### src/rtl/btn_operand_conditioner.sv
// Push-button / operand front end for the four-button 4-bit ALU stage.
// Synchronises and debounces four buttons and snapshots both operand banks on every new press.
module btn_operand_conditioner #(
  parameter int unsigned DB_CYCLES = 16,
  parameter int unsigned CNT_W     = 16
) (
  input  logic       clk,
  input  logic       rst_n,
  input  logic [3:0] btn_raw,
  input  logic [3:0] sw_a,
  input  logic [3:0] sw_b,
  output logic       btn1,
  output logic       btn2,
  output logic       btn3,
  output logic       btn4,
  output logic [3:0] A,
  output logic [3:0] B,
  output logic       press_strobe
);

  // Bit 1 of the encoding is the debounced level, so the outputs come straight off state flops.
  typedef enum logic [1:0] {
    RELEASED     = 2'b00,
    PRESS_WAIT   = 2'b01,
    PRESSED      = 2'b11,
    RELEASE_WAIT = 2'b10
  } db_state_t;

  localparam logic [CNT_W-1:0] CNT_LAST = CNT_W'(DB_CYCLES - 1);
  localparam logic [CNT_W-1:0] CNT_ONE  = CNT_W'(1);

  logic [11:0] sync_meta;
  logic [11:0] sync_q;
  logic [3:0]  btn_sync;
  logic [3:0]  sw_a_sync;
  logic [3:0]  sw_b_sync;

  db_state_t        state      [4];
  db_state_t        state_next [4];
  logic [CNT_W-1:0] cnt        [4];
  logic [CNT_W-1:0] cnt_next   [4];

  logic [3:0] level;
  logic [3:0] level_next;
  logic [3:0] rise;

  // Two-flop synchronisers on all twelve asynchronous inputs.
  // NOTE: sequential state uses non-blocking assignments so every flop samples pre-edge values.
  always_ff @(posedge clk or negedge rst_n) begin
    if (!rst_n) begin
      sync_meta <= '0;
      sync_q    <= '0;
    end else begin
      sync_meta <= {btn_raw, sw_a, sw_b};
      sync_q    <= sync_meta;
    end
  end

  assign btn_sync  = sync_q[11:8];
  assign sw_a_sync = sync_q[7:4];
  assign sw_b_sync = sync_q[3:0];

  // State register for the four debounce FSMs.
  always_ff @(posedge clk or negedge rst_n) begin
    if (!rst_n) begin
      for (int i = 0; i < 4; i++) begin
        state[i] <= RELEASED;
        cnt[i]   <= '0;
      end
    end else begin
      for (int i = 0; i < 4; i++) begin
        state[i] <= state_next[i];
        cnt[i]   <= cnt_next[i];
      end
    end
  end

  // Next-state logic; the counter restarts on every state entry so it never wraps.
  // NOTE: defaults assigned first so no path leaves a variable unassigned (no latches).
  always_comb begin
    for (int i = 0; i < 4; i++) begin
      state_next[i] = state[i];
      cnt_next[i]   = cnt[i];
      case (state[i])
        RELEASED: begin
          if (btn_sync[i]) begin
            state_next[i] = PRESS_WAIT;
            cnt_next[i]   = CNT_ONE;
          end else begin
            cnt_next[i]   = '0;
          end
        end
        PRESS_WAIT: begin
          if (!btn_sync[i]) begin
            state_next[i] = RELEASED;
            cnt_next[i]   = '0;
          end else if (cnt[i] == CNT_LAST) begin
            state_next[i] = PRESSED;
            cnt_next[i]   = '0;
          end else begin
            cnt_next[i]   = cnt[i] + CNT_ONE;
          end
        end
        PRESSED: begin
          if (!btn_sync[i]) begin
            state_next[i] = RELEASE_WAIT;
            cnt_next[i]   = CNT_ONE;
          end
        end
        RELEASE_WAIT: begin
          if (btn_sync[i]) begin
            state_next[i] = PRESSED;
            cnt_next[i]   = '0;
          end else if (cnt[i] == CNT_LAST) begin
            state_next[i] = RELEASED;
            cnt_next[i]   = '0;
          end else begin
            cnt_next[i]   = cnt[i] + CNT_ONE;
          end
        end
        default: begin
          state_next[i] = RELEASED;
          cnt_next[i]   = '0;
        end
      endcase
    end
  end

  // Output decode: current and next debounced levels, and per-button rising edges.
  always_comb begin
    level      = '0;
    level_next = '0;
    for (int i = 0; i < 4; i++) begin
      level[i]      = state[i][1];
      level_next[i] = state_next[i][1];
    end
    rise = level_next & ~level;
  end

  assign btn1 = level[3];
  assign btn2 = level[2];
  assign btn3 = level[1];
  assign btn4 = level[0];

  // Operand snapshot: one capture and one strobe per edge on which any button rises.
  always_ff @(posedge clk or negedge rst_n) begin
    if (!rst_n) begin
      A            <= '0;
      B            <= '0;
      press_strobe <= 1'b0;
    end else begin
      press_strobe <= |rise;
      if (|rise) begin
        A <= sw_a_sync;
        B <= sw_b_sync;
      end
    end
  end

endmodule

### config.mk
export PLATFORM = sky130hd
export DESIGN_NAME = btn_operand_conditioner
export DESIGN_NICKNAME = d
export VERILOG_FILES = /design/src/rtl/btn_operand_conditioner.sv
export SDC_FILE = /design/constraint.sdc
export NUM_CORES = 1
export LEC_CHECK = 0
export ABC_AREA = 1
export BUFFER_PORTS_ARGS = -buffer_cell sky130_fd_sc_hd__buf_2
export CELL_PAD_IN_SITES_DETAIL_PLACEMENT = 1
export CELL_PAD_IN_SITES_GLOBAL_PLACEMENT = 1
export CORE_UTILIZATION = 50
export CTS_BUF_LIST = sky130_fd_sc_hd__clkbuf_16
export CTS_CLUSTER_SIZE = 8
export DETAILED_ROUTE_END_ITERATION = 10
export GPL_TIMING_DRIVEN = 1
export PLACE_DENSITY_LB_ADDON = 0.1
export SYNTH_ARGS = -nofsm -noshare
export SYNTH_HDL_FRONTEND = slang
export SYNTH_SLANG_ARGS = --single-unit
### constraint.sdc
create_clock -name clk -period 3.52 [get_ports clk]
set_input_delay 0.352 -clock clk [delete_from_list [all_inputs] [get_ports clk]]
set_output_delay 0.352 -clock clk [all_outputs]
set_load 0.05 [all_outputs]
==> Word level (Yosys, flattened, before mapping) <==
Cells that the tools add are included.
{ "totals": {"ff_bits": 105, "latchBits": 0, "ramBits": 0, "rom_bits": 0, "inputBits": 14, "elab_cells": 116, "memories": 0} }
{ "classes": {"add_sub_neg": 4, "mul": 0, "div": 0, "n_lt_le_gt_ge": 0, "eq_ne": 32, "shifts": 0, "n_mux": 52, "n_bitwise": 2, "reduce_logical": 9} }
{ "ops": {"columns": ["cell", "n"], "rows": [
  ["$mux 16", 16],
  ["$pmux 16 s4", 4],
  ["$add 16x1->16 const B", 4],
  ["$eq 16x4->1 const B", 4],
  ["$mux 2", 24],
  ["$pmux 2 s4", 4],
  ["$ne 3x3->1 const B", 8],
  ["$eq 2x2->1 const B", 8],
  ["$ne 2x2->1 const B", 8],
  ["$reduce_and 4->1", 4],
  ["$eq 2x1->1 const B", 4],
  ["$logic_not 2->1", 4],
  ["$and 4x4->4", 1],
  ["$mux 1", 4],
  ["$not 4->4", 1],
  ["$reduce_or 4->1", 1]
]} }

==> Depth between registers and ports, before layout <==
{ "depth": {"ltp_word": 6, "depth_mapped": 9, "mapped_depth_nobuf": 9} }

==> Worst setup path before layout <==
No wires, ideal clock.
{ "synth_timing": {"path_type": "flip-flop to flip-flop", "startpoint": "register state, in the netlist btn3", "endpoint": "register cnt[36] (netlist bit)", "arrival_ns": 1.448, "required_time_ns": 3.443, "path_slack_ns": 1.995, "stages_incl_launch_ff": 7, "synth_period_minus_slack_ns": 1.525, "cell_sequence": "dfrtp_1 inv_1 o21ai_2 nand2_2 nand2_1 o21ai_0 a21oi_1"} }
{ "synth_via": {"elab_chain_cells": 2} }
{ "synth_rtl": {"columns": ["item", "line_no", "source"], "rows": [
  ["start, declared", "38", "db_state_t state [4];"],
  ["start signal, assigned by index", "72", "state[i] <= state_next[i];"],
  ["$eq 2x2->1 (tied with other cells)", "84", "case (state[i])"],
  ["$pmux 16 s4 / $ne 2x2->1 (equally long branches)", null, null],
  ["end signal, assigned by index", "73", "cnt[i] <= cnt_next[i];"],
  ["end, declared", "40", "logic [CNT_W-1:0] cnt [4];"]
]} }
Parallel ways exist; a longest one is shown, timed or not.
A chain may end at the register's enable or synchronous reset.

==> Worst setup path after layout <==
{ "layout_timing": {"startpoint": "register state, in the netlist btn4", "endpoint": "register cnt[56] (netlist bit)"} }
Same word-level chain as after synthesis.

==> impl_table.tex <==
\begin{tabular}{lr}
\hline
Metric & Value \\
\hline
\multicolumn{2}{l}{\textbf{Die}} \\
Total Die Area & 10900 um\^{}2 \\
Area inside the core boundary & 9950 um\^{}2 \\
Width of the die & 104 um \\
Starting Density & 52.5\% \\
Vert. Die Dim & 104 um \\
Count of pins on the block boundary & 27 \\
Standard-cell row count & 36 \\
\multicolumn{2}{l}{\textbf{Pwr}} \\
Power density normalized to cell area & 400 nW/um\^{}2 \\
P\_leak & 0.00283 uW \\
VDD IR max & 0.000265 V \\
\multicolumn{2}{l}{\textbf{STA}} \\
Final hold violations & 0 \\
Final setup violation count & 0 \\
Highest attainable clock frequency & 0.498 GHz \\
Shortest clock period the worst path allows after layout & 2.01 ns \\
Final cycle utilization of the critical path & 57.0\% \\
TNS Setup & 0 ns \\
Setup repair after global routing missed its margin & no \\
Worst slew pin tran & 0.832 ns \\
Clk\_skew & 0.00668 ns \\
Worst slew margin & 44.4\% \\
Final number of max-transition violations & 0 \\
\multicolumn{2}{l}{\textbf{Job}} \\
Total of max-cap violations & 0 \\
\multicolumn{2}{l}{\textbf{Finish}} \\
Fraction of layout instances using a drive strength above 1 & 10.2\% \\
Area added between synthesis and finish & 11.1\% \\
Antenna diode count & 0 \\
Final non-filler cell area & 5800 um\^{}2 \\
Net count, final & 697 \\
\multicolumn{2}{l}{\textbf{Clocking}} \\
Number of setup buffers added after CTS & 0 \\
Deepest clock path buffer count & 2 \\
Total clock buffers created by CTS & 9 \\
Count of cells resized by post-cts repair & 0 \\
Clk pin slew, worst setup/hold paths & 0.08 ns \\
CTS Root Buffer Type & clkbuf\_16 \\
CTS tree & yes \\
Sinks on Clock Net & 105 \\
CTS H-tree depth & 3 \\
Hold-fix buffers at CTS & 0 \\
Clock network latency to the later pin of the worst-skew pair & 0.35 ns \\
\multicolumn{2}{l}{\textbf{Yosys}} \\
Syn\_nets & 667 \\
Flop and latch count out of synthesis & 105 \\
Post-Synthesis Mean Instance Area & 8.05 um\^{}2 \\
Number of instances in the synthesized netlist & 649 \\
EDFF count, synth & 0 \\
Part of the Yosys area used for sequential elements & 50.3\% \\
Main synth FF type & dfrtp\_1 \\
Cell area after synthesis & 5220 um\^{}2 \\
Total of warnings raised by yosys & 0 \\
Synth unique cells & 36 \\
Asr flop ratio synth & 100\% \\
\multicolumn{2}{l}{\textbf{Global route}} \\
Total routing usage reported by global routing & 26.7\% \\
Number of global-route vias before repair & 4883 \\
First-pass GRT wire length & 23200 um \\
Antenna violations before repair & 0 \\
Overflow left after global routing & 0 \\
Largest net degree at the start of global routing & 62 \\
\multicolumn{2}{l}{\textbf{Setup path}} \\
Worst endpoint data arrival time & 2.28 ns \\
Setup Crit Path Kind & flip-flop to flip-flop \\
Required @ worst endpoint & 3.79 ns \\
R2r endpoint & cnt[56] \\
Critical register-to-register path startpoint & btn4 \\
Crit path max fanout & 13 \\
Start point of the critical path & btn4 \\
Depth of the worst register-to-register path & 6 \\
Critical Path Sink & cnt[56] \\
Critical path launch point type & flip-flop \\
Register-to-register setup slack & 1.51 ns \\
Endpoint kind of the worst setup timing path & flip-flop \\
\multicolumn{2}{l}{\textbf{Hold path}} \\
Worst hold path class & input pin to asynchronous set/reset pin \\
\multicolumn{2}{l}{\textbf{Route}} \\
Final antenna-violating net count & 0 \\
First drt pass iteration count & 4 \\
Post-detailed-route DRC marker count & 0 \\
Number of design-rule violations left by the first detailed-router iteration & 195 \\
Average detailed-routed wire length per instance & 16.5 um \\
Post-detailed-route via-to-cell ratio & 5.53 \\
DR vias & 4521 \\
Post-Route WL & 13500 um \\
\multicolumn{2}{l}{\textbf{Place}} \\
Estimated wirelength of the detail-placed design & 9640 um \\
Count of input and output buffers & 26 \\
Area after detailed placement & 5510 um\^{}2 \\
Final weighted congestion in routability-driven placement & 0.852 \\
\multicolumn{2}{l}{\textbf{Status}} \\
Run status & finished clean \\
\hline
\end{tabular}
## layout by cell type (no fill, tap or decap), types with 2 or more instances in the layout
master | netlist | final
nand3b_1 | 3 | 3
inv_6 | 0 | 2
clkbuf_16 | 0 | 9
inv_2 | 6 | 6
nor2_4 | 3 | 3
inv_8 | 0 | 2
o31ai_1 | 2 | 2
o21ai_0 | 39 | 39
nor2_1 | 77 | 77
ha_1 | 4 | 4
nand3_1 | 58 | 58
nor2_2 | 6 | 6
inv_1 | 74 | 74
buf_2 | 2 | 25
nand2_2 | 4 | 4
nand2_1 | 157 | 157
a21oi_1 | 19 | 19
a22o_1 | 2 | 2
o22ai_1 | 13 | 13
o21ai_1 | 4 | 4
nor3_4 | 4 | 4
nand4_1 | 9 | 9
o21bai_1 | 9 | 9
nor3_1 | 16 | 16
xnor2_1 | 3 | 3
xor2_1 | 12 | 12
o211ai_1 | 2 | 2
dfrtp_1 | 105 | 105
## cell type report
cell class,count,area (um^2)
fillers,1249,4150
repair buffers,27,153
inverters,80,300
flip-flops and latches,105,2630
well taps,133,166
multi-input cells,456,2260
clock buffers,9,225
clock inverters,7,70.1
## per-layer routing
layer | part of all wire (%) | track usage [%] | vias up
li1 | - | - | 2173
met1 | 42 | 32.0 | 2251
met2 | 54 | 48.5 | 70
met3 | 2.8 | 4.95 | 27
met4 | 1.9 | 8.06 | 0
met5 | 0 | 0 | -
## worst min-delay path by stage
stage                   endpoint  slack, ns  depth (start not counted)
floorplan                   A[0]       0.06                          0
global placement       sync_q[0]       0.33                          0
detailed placement    sync_q[10]       0.34                          0
CTS                 sync_meta[0]       0.09                          1
global route        sync_meta[3]       0.09                          1
finish                   cnt[40]       0.08                          1
## registers in the layout, indices dropped and copies added (netlist names), 4 cells and up
register / flops
cnt: 64
sync_meta: 12
sync_q: 12
A: 4
B: 4
state: 4
## kinds of logic (layout without fill, tap and decap cells)
logic type | after synthesis | after routing | synth area share (%)
buf+inv | 88 | 123 | 6.37
compound gates | 96 | 96 | 10.6
xor+xnor | 15 | 15 | 2.52
simple gates | 341 | 341 | 29.3
fa+ha+maj | 4 | 4 | 0.958
flops | 105 | 105 | 50.3
## report_power, final
part | switching (uW) | internal [uW]
clock | 493 | 501
combinational | 60.0 | 25.3
sequential | 16.2 | 1230
## per-stage QoR
step | util, % | setup WS, ns | power (uW) | hold slack (ns) | std cells
2_1_floorplan | - | 1.99 | 1300 | 0.0564 | 649
3_5_place_dp | 55.3 | 1.55 | 1350 | 0.336 | 801
3_3_place_gp | 55.3 | 1.64 | 1350 | 0.331 | 801
6_report | 58.3 | 1.51 | 2320 | 0.0843 | 817
5_1_grt | 58.3 | 1.28 | 2400 | 0.0866 | 817
4_1_cts | 58.3 | 1.51 | 2350 | 0.0913 | 817
## worst max-delay path: stages (launching register included)
cell and delay, ns:
dfrtp_1 0.44, nand2_1 0.09, nor2_1 0.64, inv_1 0.26
nand2_1 0.19, inv_1 0.10, nor3b_1 0.19
## synthesized netlist by cell type (3+ instances only)
cell type / instances / share of area [%]
a21oi_1: 19 / 1.8
clkbuf_1: 6 / 0.43
dfrtp_1: 105 / 50
ha_1: 4 / 0.96
inv_1: 74 / 5.3
inv_2: 6 / 0.43
nand2_1: 157 / 11
nand2_2: 4 / 0.48
nand3_1: 58 / 5.6
nand3b_1: 3 / 0.43
nand4_1: 9 / 1.1
nor2_1: 77 / 5.5
nor2_2: 6 / 0.72
nor2_4: 3 / 0.65
nor3_1: 16 / 1.5
nor3_4: 4 / 1.2
o21ai_0: 39 / 3.7
o21ai_1: 4 / 0.38
o21bai_1: 9 / 1.3
o22ai_1: 13 / 1.6
xnor2_1: 3 / 0.50
xor2_1: 12 / 2.0
(Power assumes the default switching activity.)
